## config.mk

```make
export PLATFORM = sky130hd
export DESIGN_NAME = wb_arbiter_flat
export DESIGN_NICKNAME = d
export VERILOG_FILES = /design/src/rtl/wb_pkg.sv /design/src/rtl/wb_arbiter_if.sv /design/src/rtl/rr_arbiter.sv /design/src/rtl/wb_arbiter.sv /design/src/flat_wrapper.sv
export SDC_FILE = /design/constraint.sdc
export NUM_CORES = 1
export LEC_CHECK = 0
export BUFFER_PORTS_ARGS = -buffer_cell sky130_fd_sc_hd__buf_2
export CORE_ASPECT_RATIO = 1.1
export CORE_MARGIN = 2
export CORE_UTILIZATION = 38
export DETAILED_ROUTE_END_ITERATION = 10
export GPL_ROUTABILITY_DRIVEN = 0
export GPL_TIMING_DRIVEN = 0
export RECOVER_POWER = 100
export SLEW_MARGIN = 20
export SYNTH_ARGS = -nofsm -noshare
export SYNTH_HDL_FRONTEND = slang
export SYNTH_HIERARCHICAL = 1
export SYNTH_SLANG_ARGS = --single-unit
```

## constraint.sdc

```tcl
create_clock -name clk_i -period 4 [get_ports clk_i]
set_clock_uncertainty 0.15 [all_clocks]
set_input_delay 0.4 -clock clk_i [delete_from_list [all_inputs] [get_ports clk_i]]
set_output_delay 0.4 -clock clk_i [all_outputs]
set_load 0.02 [all_outputs]
```

## src/rtl/wb_pkg.sv

```systemverilog
// Shared write-back definitions: register address width, register count and the zero register.
// Used by the write arbiter, the register file and the rename logic.
package wb_pkg;

    localparam int unsigned REG_ADDR_W = 5;
    localparam int unsigned NUM_REGS   = 32;

    typedef logic [REG_ADDR_W-1:0] reg_addr_t;

    localparam reg_addr_t ZERO_REG = 5'd0;

    function automatic logic is_zero_reg(input reg_addr_t addr);
        return addr == ZERO_REG;
    endfunction

endpackage

```

## src/rtl/wb_arbiter_if.sv

```systemverilog
// Result-collection and regfile-write bundle between the functional units and the
// write arbiter.
interface wb_arbiter_if
    import wb_pkg::*;
#(
    parameter int unsigned WIDTH = 32,
    parameter int unsigned NSRC  = 3
);

    logic                       flush_i;
    logic [NSRC-1:0]            src_valid_i;
    logic [NSRC-1:0]            src_ready_o;
    logic [REG_ADDR_W*NSRC-1:0] src_rd_addr_i;
    logic [WIDTH*NSRC-1:0]      src_data_i;
    logic                       w_en_o;
    reg_addr_t                  rd_addr_o;
    logic [WIDTH-1:0]           w_data_o;
    logic                       pending_o;

    // Producer side: functional units plus the regfile write sink.
    modport master (
        output flush_i, src_valid_i, src_rd_addr_i, src_data_i,
        input  src_ready_o, w_en_o, rd_addr_o, w_data_o, pending_o
    );

    modport slave (
        input  flush_i, src_valid_i, src_rd_addr_i, src_data_i,
        output src_ready_o, w_en_o, rd_addr_o, w_data_o, pending_o
    );

endinterface

```

## src/rtl/rr_arbiter.sv

```systemverilog
// Combinational round-robin picker: first requesting index at or above ptr_i, wrapping
// from N-1 back to 0. The pointer register is owned by the caller.
module rr_arbiter #(
    parameter  int unsigned N    = 3,
    localparam int unsigned PtrW = $clog2(N)
) (
    input  logic [N-1:0]    req_i,
    input  logic [PtrW-1:0] ptr_i,
    output logic [N-1:0]    grant_o,
    output logic [PtrW-1:0] grant_idx_o,
    output logic            any_grant_o
);

    logic [PtrW-1:0] idx;
    logic            found;

    always_comb begin
        grant_o     = '0;
        grant_idx_o = '0;
        found       = 1'b0;
        idx         = '0;
        for (int unsigned off = 0; off < N; off++) begin
            idx = PtrW'((32'(ptr_i) + off) % N);
            if (!found && req_i[idx]) begin
                grant_o[idx] = 1'b1;
                grant_idx_o  = idx;
                found        = 1'b1;
            end
        end
        any_grant_o = found;
    end

endmodule

```

## src/rtl/wb_arbiter.sv

```systemverilog
// Write-side front end of the single-write-port regfile: one holding register per
// functional unit, drained round-robin onto a registered write port.
module wb_arbiter
    import wb_pkg::*;
#(
    parameter int unsigned WIDTH = 32,
    parameter int unsigned NSRC  = 3
) (
    input logic        clk_i,
    input logic        reset_i,
    wb_arbiter_if.slave bus
);

    localparam int unsigned PtrW = $clog2(NSRC);

    logic [NSRC-1:0]  buf_vld_q, buf_vld_d;
    reg_addr_t        buf_rd_q   [NSRC];
    reg_addr_t        buf_rd_d   [NSRC];
    logic [WIDTH-1:0] buf_data_q [NSRC];
    logic [WIDTH-1:0] buf_data_d [NSRC];

    logic [PtrW-1:0]  rr_ptr_q, rr_ptr_d;
    logic [PtrW-1:0]  grant_idx;
    logic [NSRC-1:0]  grant;
    logic             any_grant;

    logic [NSRC-1:0]  src_ready;
    logic [NSRC-1:0]  load;

    logic             w_en_q, w_en_d;
    reg_addr_t        rd_addr_q, rd_addr_d;
    logic [WIDTH-1:0] w_data_q, w_data_d;

    rr_arbiter #(
        .N (NSRC)
    ) u_rr_arbiter (
        .req_i       (buf_vld_q),
        .ptr_i       (rr_ptr_q),
        .grant_o     (grant),
        .grant_idx_o (grant_idx),
        .any_grant_o (any_grant)
    );

    // A buffer being drained this cycle may be refilled on the same edge.
    assign src_ready = {NSRC{reset_i & ~bus.flush_i}} & (~buf_vld_q | grant);

    for (genvar i = 0; i < NSRC; i++) begin : g_src
        // Results for x0 complete the handshake but are never buffered.
        assign load[i] = bus.src_valid_i[i] & src_ready[i] &
                         ~is_zero_reg(bus.src_rd_addr_i[REG_ADDR_W*i +: REG_ADDR_W]);

        assign buf_vld_d[i]  = bus.flush_i ? 1'b0 :
                               load[i]     ? 1'b1 :
                               grant[i]    ? 1'b0 : buf_vld_q[i];
        assign buf_rd_d[i]   = load[i] ? bus.src_rd_addr_i[REG_ADDR_W*i +: REG_ADDR_W]
                                       : buf_rd_q[i];
        assign buf_data_d[i] = load[i] ? bus.src_data_i[WIDTH*i +: WIDTH] : buf_data_q[i];

        always_ff @(posedge clk_i or negedge reset_i) begin
            if (!reset_i) begin
                buf_rd_q[i]   <= ZERO_REG;
                buf_data_q[i] <= '0;
            end else begin
                buf_rd_q[i]   <= buf_rd_d[i];
                buf_data_q[i] <= buf_data_d[i];
            end
        end
    end

    always_comb begin
        w_en_d    = 1'b0;
        rd_addr_d = rd_addr_q;
        w_data_d  = w_data_q;
        rr_ptr_d  = rr_ptr_q;
        if (!bus.flush_i && any_grant) begin
            w_en_d    = 1'b1;
            rd_addr_d = buf_rd_q[grant_idx];
            w_data_d  = buf_data_q[grant_idx];
            rr_ptr_d  = (grant_idx == PtrW'(NSRC - 1)) ? '0 : grant_idx + PtrW'(1);
        end
    end

    always_ff @(posedge clk_i or negedge reset_i) begin
        if (!reset_i) begin
            buf_vld_q <= '0;
            rr_ptr_q  <= '0;
            w_en_q    <= 1'b0;
            rd_addr_q <= ZERO_REG;
            w_data_q  <= '0;
        end else begin
            buf_vld_q <= buf_vld_d;
            rr_ptr_q  <= rr_ptr_d;
            w_en_q    <= w_en_d;
            rd_addr_q <= rd_addr_d;
            w_data_q  <= w_data_d;
        end
    end

    assign bus.src_ready_o = src_ready;
    assign bus.w_en_o      = w_en_q;
    assign bus.rd_addr_o   = rd_addr_q;
    assign bus.w_data_o    = w_data_q;
    assign bus.pending_o   = (|buf_vld_q) | w_en_q;

endmodule
```

## src/flat_wrapper.sv

```systemverilog
// flat-port wrapper written by rule: the top's interface ports become plain ports
module wb_arbiter_flat import wb_pkg::*;
#(
    parameter int unsigned WIDTH = 32,
    parameter int unsigned NSRC  = 3
)
  (clk_i, reset_i, bus_flush_i, bus_src_valid_i, bus_src_rd_addr_i, bus_src_data_i, bus_src_ready_o, bus_w_en_o, bus_rd_addr_o, bus_w_data_o, bus_pending_o);
  wb_arbiter_if #(.WIDTH(WIDTH), .NSRC(NSRC)) bus_i ();
  input logic clk_i;
  input logic reset_i;
  input wire logic [$bits(bus_i.flush_i)-1:0] bus_flush_i;
  input wire logic [$bits(bus_i.src_valid_i)-1:0] bus_src_valid_i;
  input wire logic [$bits(bus_i.src_rd_addr_i)-1:0] bus_src_rd_addr_i;
  input wire logic [$bits(bus_i.src_data_i)-1:0] bus_src_data_i;
  output wire logic [$bits(bus_i.src_ready_o)-1:0] bus_src_ready_o;
  output wire logic [$bits(bus_i.w_en_o)-1:0] bus_w_en_o;
  output wire logic [$bits(bus_i.rd_addr_o)-1:0] bus_rd_addr_o;
  output wire logic [$bits(bus_i.w_data_o)-1:0] bus_w_data_o;
  output wire logic [$bits(bus_i.pending_o)-1:0] bus_pending_o;
  assign bus_i.flush_i = bus_flush_i;
  assign bus_i.src_valid_i = bus_src_valid_i;
  assign bus_i.src_rd_addr_i = bus_src_rd_addr_i;
  assign bus_i.src_data_i = bus_src_data_i;
  assign bus_src_ready_o = bus_i.src_ready_o;
  assign bus_w_en_o = bus_i.w_en_o;
  assign bus_rd_addr_o = bus_i.rd_addr_o;
  assign bus_w_data_o = bus_i.w_data_o;
  assign bus_pending_o = bus_i.pending_o;
  wb_arbiter #(.WIDTH(WIDTH), .NSRC(NSRC)) u_core (.clk_i(clk_i), .reset_i(reset_i), .bus(bus_i));
endmodule
```

==> results of run 1 <==
## cell type report
type / count / area [sq um] / area share
sequential: 154 / 3850 / 0.449
multi-input combinational: 367 / 2810 / 0.327
timing repair buffer: 160 / 764 / 0.0890
clock buffer: 17 / 425 / 0.0495
tap: 243 / 304 / 0.0354
clock inverter: 15 / 223 / 0.0259
buffer: 35 / 179 / 0.0208
inverter: 8 / 30.0 / 0.00349
antenna: 1 / 2.50 / 0.000291
## kinds of logic after synthesis
group	share of synthesized area
AO/OA/AOI/OAI	0.0833
flip-flops	0.547
multiplexers	0.258
AND/OR/NAND/NOR	0.0695
adder cells (fa/ha/maj)	0.00711
buffers and inverters	0.0352
## worst max-delay path, delay by kind of cell, from the launching register on
kind	cells	cell delay, ns
buffers and inverters	3	0.91
AO/OA/AOI/OAI	4	0.63
adder cells (fa/ha/maj)	1	0.30
AND/OR/NAND/NOR	3	0.71
multiplexers	1	0.36
flip-flops	1	0.41
## cells in the final DEF (no fill, tap or decap), types with 6 or more instances in the layout
cell type  synthesis  layout
o21ai_0           42      42
inv_6              0       6
nor2_1            43      43
inv_1              8       8
clkbuf_1          15      62
mux2_4            54      22
clkbuf_16          0      17
mux2i_1           37      38
dfrtp_1          154     154
nand2_1           48      48
a21oi_1           42      43
buf_2              7     120
mux2_1             0      32
mux2_2            55      55
## power breakdown
group          leakage (uW)  switching, uW  internal (uW)
logic               0.00171           1130            710
clock network      0.000316            710           1070
registers           0.00186            269           2030
total               0.00389           2110           3820
## Yosys cell counts (2+ instances only)
master	number	area [sq um]
buf_2	7	35.0
or4_1	4	30.0
o211a_1	3	30.0
clkbuf_2	2	10.0
nand2b_1	5	31.3
mux2_4	54	811
nor2_1	43	161
nand2_1	48	180
a21oi_1	42	210
mux2i_1	37	370
inv_1	8	30.0
clkbuf_1	15	56.3
ha_1	4	50.1
nor2b_1	5	31.3
o21ai_0	42	210
dfrtp_1	154	3850
mux2_2	55	619
o21ba_2	3	30.0
buf_6	10	113
nand3_1	5	25.0
## how the worst max path moves through the flow
stage | startpoint | slack [ns] | to
floorplan | u_core/rr_ptr_q[1]$_DFFE_PN0P_ | 1.16 | u_core/buf_data_q[45]$_DFFE_PN0P_
global placement | reset_i | -0.94 | u_core/buf_data_q[49]$_DFFE_PN0P_
detailed placement | u_core/rr_ptr_q[0]$_DFFE_PN0P_ | 0.74 | u_core/bus.w_data_o[20]$_DFFE_PN0P_
CTS | u_core/rr_ptr_q[0]$_DFFE_PN0P_ | 0.70 | u_core/bus.w_data_o[20]$_DFFE_PN0P_
global route | u_core/rr_ptr_q[0]$_DFFE_PN0P_ | 0.15 | u_core/buf_data_q[91]$_DFFE_PN0P_
finish | u_core/rr_ptr_q[0]$_DFFE_PN0P_ | 0.41 | u_core/buf_data_q[91]$_DFFE_PN0P_
## flip-flops by register name, indices dropped and copies added, names as in the netlist
signal	count
u_core/rr_ptr_q	2
u_core/bus.rd_addr_o	5
u_core/bus.w_en_o	1
u_core/bus.w_data_o	32
u_core/buf_vld_q	3
u_core/buf_data_q	96
u_core/buf_rd_q	15
## what timing repair did
item | CTS | global route
hold buffers | 1 | 0
hold endpoints to repair | 92 | 0
endpoints found under the setup margin | 0 | 0
## per-stage QoR
step	setup TNS (ns)	hold WS [ns]
3_3_place_gp	-95.09	0.310
4_1_cts	0	0.0316
5_1_grt	0	0.0273
3_5_place_dp	0	0.322
2_1_floorplan	0	-0.0456
6_report	0	0.0384
## routing by layer
metal  track usage  share of wire
met5             0        0.00061
met4        0.0707          0.022
met3        0.0607          0.069
met1         0.254           0.44
met2         0.306           0.47
==> out/results.tsv, run 1 <==
stage	metric	value	unit
worst_setup_path	Critical R2R Launch	u_core/rr_ptr_q[0]$_DFFE_PN0P_	
final_layout	area delta synth->final	22.0	%
clock_tree	clock sink count	154	
power_and_ir_drop	Peak VDD IR	0.330	mV
clock_tree	Clock transition at path regs	0.07	ns
run_status	failing checks	capacitance limit, slew limit	
clock_tree	Bufs on Longest Clock Path	2	
worst_setup_path	Critical Setup Path Class	reg -> reg	
yosys	Seq cells post-synth	154	
yosys	Mapped Nets	685	
clock_tree	CTS tree	yes	
worst_setup_path	CP Capture Type	register	
global_routing	largest net degree at the start of global routing	95	
yosys	Ys Warns	6	
final_layout	layout cells sized above 1	0.324	
clock_tree	CTS H-Tree Depth	4	
clock_tree	CTS resizes	0	
placed_design	dpl ws	0.742	ns
detailed_routing	initial DRC count	280	
sta	Worst Tran Pin Value	1.54	ns
detailed_routing	via count	5011	
worst_setup_path	Setup crit start kind	register	
power_and_ir_drop	Static Leakage	0.00389	uW
yosys	Synth Instances	564	
worst_setup_path	worst path arrival time	3.75	ns
yosys	EDFF count, synth	0	
worst_setup_path	R2R setup slack	0.41	ns
detailed_routing	drt via density	5.01	
worst_setup_path	worst flop-to-flop path endpoint	u_core/buf_data_q[91]$_DFFE_PN0P_	
floorplan	Rows	52	
detailed_routing	Post-route DRC	0	
global_routing	initial antenna violation count	3	
sta	Max Clock Freq	279	MHz
sta	Setup-failing EPs final	0	
sta	Hold Violations, Final	0	
worst_setup_path	CP Cell Sequence	inv_1 > ha_1 > nor4bb_1 > a21o_1 > a21oi_1 > o2bb2ai_1 > nor2b_1 > nor2_1 > o211a_1 > buf_6 > clkbuf_1 > mux2_4	
sta	Rel. slew slack	-0.0256	
sta	slack of the critical path	0.411	ns
yosys	Mapped Area	7040	sq um
detailed_routing	post-DR wirelength/cell	18.1	um
min_path	hold crit path type	in -> reg	
yosys	fraction of registers with async set/reset	1.00	
detailed_routing	antenna-violating nets left	0	
sta	RSZ-0062 raised after global routing	false	
global_routing	vias in the first global route	5449	
clock_tree	clk_lat worst skew	0.43	ns
min_path	hold depth	2	
worst_setup_path	Max Fanout on Critical Path	10	
global_routing	Total GRT Usage	0.194	
clock_tree	Post-CTS Setup Bufs	0	
run	max-cap viol count	1	
worst_setup_path	FF-to-FF path depth	12	
run_status	status	complete, but fails checks	
final_layout	final non-filler cell total	1000	
final_layout	Final #Nets	864	
sta	Final Max Tran Viols	63	
worst_setup_path	critical path required time	4.16	ns
floorplan	io pins	159	
final_layout	fillers	1728	
worst_setup_path	crit-path max cell delay	0.65	ns
global_routing	first-pass GRT wire length	29300	um
power_and_ir_drop	total power per unit cell area	689	nW/um^2
worst_setup_path	slowest cell on the critical path	clkbuf_1	
power_and_ir_drop	total power draw	5920	uW
final_layout	post-route design area	8590	sq um
clock_tree	CTS root buf	clkbuf_16	
floorplan	chip width	134	um
floorplan	Die ar.	19600	sq um
sta	Final period util	0.897	
floorplan	Initial Util	0.385	
yosys	ys flop type	dfrtp_1	
placed_design	PortBufs	158	
placed_design	placed instance area	8170	sq um
final_layout	Finished Core Util	0.470	
detailed_routing	drt first pass iters	4	
placed_design	Detailed Place HPWL	13000	um
min_path	hold path startpoint	bus_src_data_i[17]	
placed_design	# placed instances	966	
global_routing	total gr overflow	0	
yosys	distinct cell type count after synthesis	38	
yosys	Mapped Avg Cell Area	12.5	sq um
min_path	Hold EP	u_core/buf_data_q[81]$_DFFE_PN0P_	
sta	min Tclk post-route	3.59	ns
floorplan	core outline area	18300	sq um
detailed_routing	wirelength, routed	18100	um
clock_tree	total CTS buffers	17	
yosys	Seq/Total Area, Yosys	0.547	
floorplan	height of the die	147	um
Power figures use the tool's default switching activity.
==> run 2: changes to the inputs <==
- CORE_ASPECT_RATIO: 1.1 -> 0.7
==> out/results.tsv, run 2 (same netlist as run 1, synthesis figures left out) <==
stage	metric	value	unit
worst_setup_path	Max Fanout on Critical Path	10	
floorplan	core outline area	18100	sq um
final_layout	commonest non-fill, non-tap cell in the layout	dfrtp_1	
worst_setup_path	CP Launch Point	u_core/rr_ptr_q[0]$_DFFE_PN0P_	
power_and_ir_drop	Peak VDD IR	0.315	mV
floorplan	Rows	41	
detailed_routing	post-DR wirelength/cell	18.2	um
min_path	hold crit path type	in -> reg	
sta	Hold Violations, Final	0	
power_and_ir_drop	Static Leakage	0.00386	uW
worst_setup_path	FF-to-FF path depth	12	
clock_tree	CTS tree	yes	
sta	Max Clock Freq	285	MHz
run_status	status	complete, no violations	
global_routing	Total GRT Usage	0.192	
final_layout	post-route design area	8580	sq um
sta	Setup-failing EPs final	0	
global_routing	initial antenna violation count	2	
detailed_routing	M1 WL	8400	um
clock_tree	CTS H-Tree Depth	4	
sta	RSZ-0062 raised after global routing	false	
detailed_routing	Top Layer Used	met4	
worst_setup_path	critical path required time	4.16	ns
final_layout	Final #Nets	864	
global_routing	first-pass GRT wire length	29700	um
placed_design	PortBufs	158	
worst_setup_path	Critical Setup Path Class	reg -> reg	
sta	min Tclk post-route	3.51	ns
clock_tree	clock sink count	154	
detailed_routing	drt first pass iters	5	
final_layout	final non-filler cell total	993	
floorplan	chip width	167	um
final_layout	max reg flops	96	
placed_design	placed instance area	8170	sq um
floorplan	height of the die	118	um
detailed_routing	via count	4999	
sta	Final period util	0.879	
floorplan	Initial Util	0.389	
detailed_routing	initial DRC count	361	
run	max-cap viol count	0	
sta	Worst Tran Pin Value	0.688	ns
power_and_ir_drop	total power per unit cell area	691	nW/um^2
global_routing	vias in the first global route	5395	
floorplan	io pins	159	
sta	Final Max Tran Viols	0	
sta	Rel. slew slack	0.541	
clock_tree	Clock transition at path regs	0.06	ns
global_routing	total gr overflow	0	
power_and_ir_drop	total power draw	5930	uW
placed_design	# placed instances	959	
sta	TNS Setup	0	ns
clock_tree	CTS resizes	0	
detailed_routing	Post-route DRC	0	
worst_setup_path	Critical R2R Launch	u_core/rr_ptr_q[0]$_DFFE_PN0P_	
worst_setup_path	CP Capture Type	register	
final_layout	Finished Core Util	0.474	
final_layout	area delta synth->final	21.9	%
worst_setup_path	worst path arrival time	3.67	ns
detailed_routing	antenna-violating nets left	0	
min_path	hold path startpoint	bus_src_data_i[85]	
worst_setup_path	Setup crit start kind	register	
placed_design	Detailed Place HPWL	13200	um
floorplan	Die ar.	19700	sq um
clock_tree	clk_lat worst skew	0.42	ns
clock_tree	Bufs on Longest Clock Path	2	
clock_tree	total CTS buffers	17	
clock_tree	CTS root buf	clkbuf_16	
detailed_routing	wirelength, routed	18100	um
detailed_routing	drt via density	5.03	
detailed_routing	routed wl met2	7960	um
detailed_routing	met3 wire length	1560	um
min_path	hold depth	2	
final_layout	Biggest register	u_core/buf_data_q	
final_layout	layout cells sized above 1	0.308	
final_layout	most frequent cells in the layout	dfrtp_1, buf_2, clkbuf_1	
global_routing	largest net degree at the start of global routing	93	
==> run 2: through the flow <==
step                      setup WS (ns)  hold WS, ns
after floorplan                    1.16      -0.0456
after global placement           -0.875        0.309
after detailed placement          0.717        0.228
after CTS                         0.723       0.0365
after global routing              0.283       0.0212
final                             0.486       0.0430
==> run 2: layout make-up <==
type                            instances  area [sq um]
Clock inverter                         15           236
Antenna cell                            1          2.50
Timing Repair Buffer                  160           786
Tap cell                              236           295
Clock buffer                           17           425
Fill cell                            1706          9530
Buffer                                 35           194
Inverter                                8          30.0
Sequential cell                       154          3850
Multi-Input combinational cell        367          2760
==> run 2: path summary, 6_finish.rpt <==
kind                                                       end  slack [ns]
max                          u_core/buf_data_q[42]$_DFFE_PN0P_        0.49
max in group asynchronous  u_core/bus.w_data_o[31]$_DFFE_PN0P_        2.48
max reg2reg                  u_core/buf_data_q[42]$_DFFE_PN0P_        0.49
min reg2reg                  u_core/buf_data_q[91]$_DFFE_PN0P_        0.34
min                          u_core/buf_data_q[21]$_DFFE_PN0P_        0.04
min in group asynchronous    u_core/buf_data_q[84]$_DFFE_PN0P_        0.36
==> run 2: what timing repair did <==
item                                   in CTS  in global routing
endpoints found under the hold margin      63                  0
setup buffers                               0                  0
hold buffers                                1                  0
==> run 2: power by group <==
| part | internal [uW] | leakage [uW] | switching [uW] |
|---|---|---|---|
| registers | 2030 | 0.00186 | 271 |
| logic | 686 | 0.00168 | 1140 |
| clock network | 1120 | 0.000318 | 683 |
| total | 3840 | 0.00386 | 2090 |
==> run 2: worst max-delay path: stages, from the launching register on <==
cell      delay, ns
dfrtp_1        0.42
inv_1          0.08
ha_1           0.27
clkbuf_1       0.28
inv_1          0.14
a21oi_1        0.16
o21ai_0        0.16
a21oi_1        0.24
nor2b_1        0.09
nor2_1         0.21
o211a_1        0.24
clkbuf_1       0.54
mux2_2         0.41
==> run 2: per-layer routing <==
metal | vias up | GRT usage
met5 | - | 0
met3 | 16 | 0.0780
met1 | 2477 | 0.263
li1 | 2336 | -
met4 | 0 | 0.0399
met2 | 170 | 0.288
==> run 3: changes to the inputs <==
- CTS_BUF_LIST: not set -> sky130_fd_sc_hd__clkbuf_4 sky130_fd_sc_hd__clkbuf_8
- SLEW_MARGIN: 20 -> 15
==> out/results.tsv, run 3 (same netlist as run 1, synthesis figures left out) <==
stage	metric	value	unit
floorplan	core outline area	18100	sq um
sta	Setup-failing EPs final	0	
detailed_routing	antenna-violating nets left	0	
worst_setup_path	critical path required time	4.19	ns
floorplan	io pins	159	
worst_setup_path	Max Fanout on Critical Path	92	
clock_tree	CTS tree	yes	
power_and_ir_drop	Static Leakage	0.00392	uW
final_layout	Biggest register	u_core/buf_data_q	
placed_design	PortBufs	158	
worst_setup_path	slowest cell on the critical path	clkbuf_1	
placed_design	Detailed Place HPWL	13200	um
clock_tree	CTS root buf	clkbuf_8	
final_layout	multi-input combinational cell area	2780	sq um
sta	min Tclk post-route	3.50	ns
final_layout	register area	3850	sq um
clock_tree	Bufs on Longest Clock Path	2	
sta	TNS Setup	0	ns
final_layout	final non-filler cell total	1026	
clock_tree	Clock transition at path regs	0.09	ns
final_layout	max reg flops	96	
clock_tree	CTS H-Tree Depth	4	
worst_setup_path	WP buf/inv	5	
sta	Hold Violations, Final	0	
detailed_routing	drt first pass iters	5	
placed_design	# placed instances	959	
sta	Final period util	0.875	
clock_tree	total CTS buffers	17	
global_routing	vias in the first global route	5484	
global_routing	first-pass GRT wire length	30000	um
detailed_routing	Post-route DRC	0	
power_and_ir_drop	total power per unit cell area	636	nW/um^2
worst_setup_path	CP Capture Type	register	
min_path	hold path startpoint	bus_src_data_i[80]	
floorplan	Initial Util	0.389	
sta	hold_ws	0.0188	ns
worst_setup_path	Setup crit start kind	input port	
min_path	hold crit path type	in -> reg	
global_routing	initial antenna violation count	2	
final_layout	Finished Core Util	0.483	
clock_tree	clk_lat worst skew	0.45	ns
floorplan	chip width	167	um
sta	Rel. slew slack	0.500	
sta	Max Clock Freq	286	MHz
clock_tree	Post-CTS Setup Bufs	0	
sta	Final Max Tran Viols	0	
final_layout	area delta synth->final	24.1	%
clock_tree	clock sink count	154	
run_status	status	complete, no violations	
detailed_routing	initial DRC count	299	
detailed_routing	via count	5124	
detailed_routing	drt via density	4.99	
detailed_routing	wirelength, routed	18200	um
sta	Worst Tran Pin Value	0.750	ns
worst_setup_path	crit-path leading delay family	buffers and inverters	
final_layout	commonest non-fill, non-tap cell in the layout	dfrtp_1	
detailed_routing	post-DR wirelength/cell	17.7	um
worst_setup_path	Critical Setup Path Class	in -> reg	
floorplan	height of the die	118	um
global_routing	Total GRT Usage	0.193	
worst_setup_path	crit-path max cell delay	0.59	ns
power_and_ir_drop	Peak VDD IR	0.292	mV
min_path	Hold EP	u_core/buf_data_q[16]$_DFFE_PN0P_	
worst_setup_path	R2R setup slack	0.51	ns
min_path	hold depth	2	
floorplan	Rows	41	
final_layout	most frequent cells in the layout	dfrtp_1, buf_2, clkbuf_1	
run	max-cap viol count	0	
worst_setup_path	CP Cell Sequence	dlygate4sd3_1 > buf_8 > buf_16 > nand2b_1 > nor2_1 > o211a_1 > buf_6 > clkbuf_1 > mux2_1	
final_layout	fillers	1683	
sta	RSZ-0062 raised after global routing	false	
worst_setup_path	Critical R2R Launch	u_core/rr_ptr_q[0]$_DFFE_PN0P_	
final_layout	layout cells sized above 1	0.302	
floorplan	Die ar.	19700	sq um
global_routing	largest net degree at the start of global routing	93	
worst_setup_path	worst flop-to-flop path endpoint	u_core/buf_data_q[59]$_DFFE_PN0P_	
worst_setup_path	FF-to-FF path depth	13	
final_layout	Final #Nets	897	
worst_setup_path	worst path arrival time	3.69	ns
global_routing	total gr overflow	0	
-- run 3: cell count changes in the layout (fill, tap and decap cells not counted), sizes merged --
cell	before	now
clkbuf	82	81
dlygate4sd3	1	34
buf	129	130
-- run 3: worst max-delay path by stage --
stage	to	from	slack, ns	depth (start not counted)
floorplan	u_core/buf_data_q[45]$_DFFE_PN0P_	u_core/rr_ptr_q[1]$_DFFE_PN0P_	1.16	13
global placement	u_core/buf_data_q[16]$_DFFE_PN0P_	reset_i	-0.88	7
detailed placement	u_core/bus.w_data_o[18]$_DFFE_PN0P_	u_core/rr_ptr_q[0]$_DFFE_PN0P_	0.72	12
finish	u_core/buf_data_q[91]$_DFFE_PN0P_	reset_i	0.50	9
CTS	u_core/bus.w_data_o[19]$_DFFE_PN0P_	u_core/rr_ptr_q[0]$_DFFE_PN0P_	0.70	12
global route	u_core/buf_data_q[91]$_DFFE_PN0P_	reset_i	0.23	9
-- run 3: cell type report --
| cell class | instances | area share |
|---|---|---|
| sequential | 154 | 0.441 |
| multi-input combinational | 367 | 0.318 |
| timing repair buffer | 193 | 0.128 |
| tap | 236 | 0.0338 |
| clock inverter | 15 | 0.0271 |
| clock buffer | 17 | 0.0268 |
| buffer | 35 | 0.0220 |
| inverter | 8 | 0.00344 |
| antenna | 1 | 0.000286 |
-- run 3: metrics by stage --
step / power [uW] / cell area (sq um) / worst slack, ns
floorplan: 3620 / 7040 / 1.16
global placement: 4230 / 8130 / -0.875
detailed placement: 4330 / 8170 / 0.717
CTS: 5760 / 8950 / 0.701
global route: 5920 / 8740 / 0.229
finish: 5550 / 8740 / 0.498
-- run 3: per-layer routing --
metal,track usage,part of all wire,vias up
met2,0.293,0.44,164
met4,0.0388,0.0075,0
met5,0,0,-
met3,0.0699,0.079,16
met1,0.267,0.47,2549
li1,-,-,2395
-- run 3: report_power, final --
group	switching (uW)	internal (uW)	leakage [uW]	total [uW]
logic	1140	719	0.00183	1860
registers	270	2030	0.00186	2300
clock network	632	757	0.000231	1390
-- run 3: repair_timing --
item	in CTS	in global routing
hold endpoints to repair	93	3
gates resized for setup	0	0
hold buffers	31	3
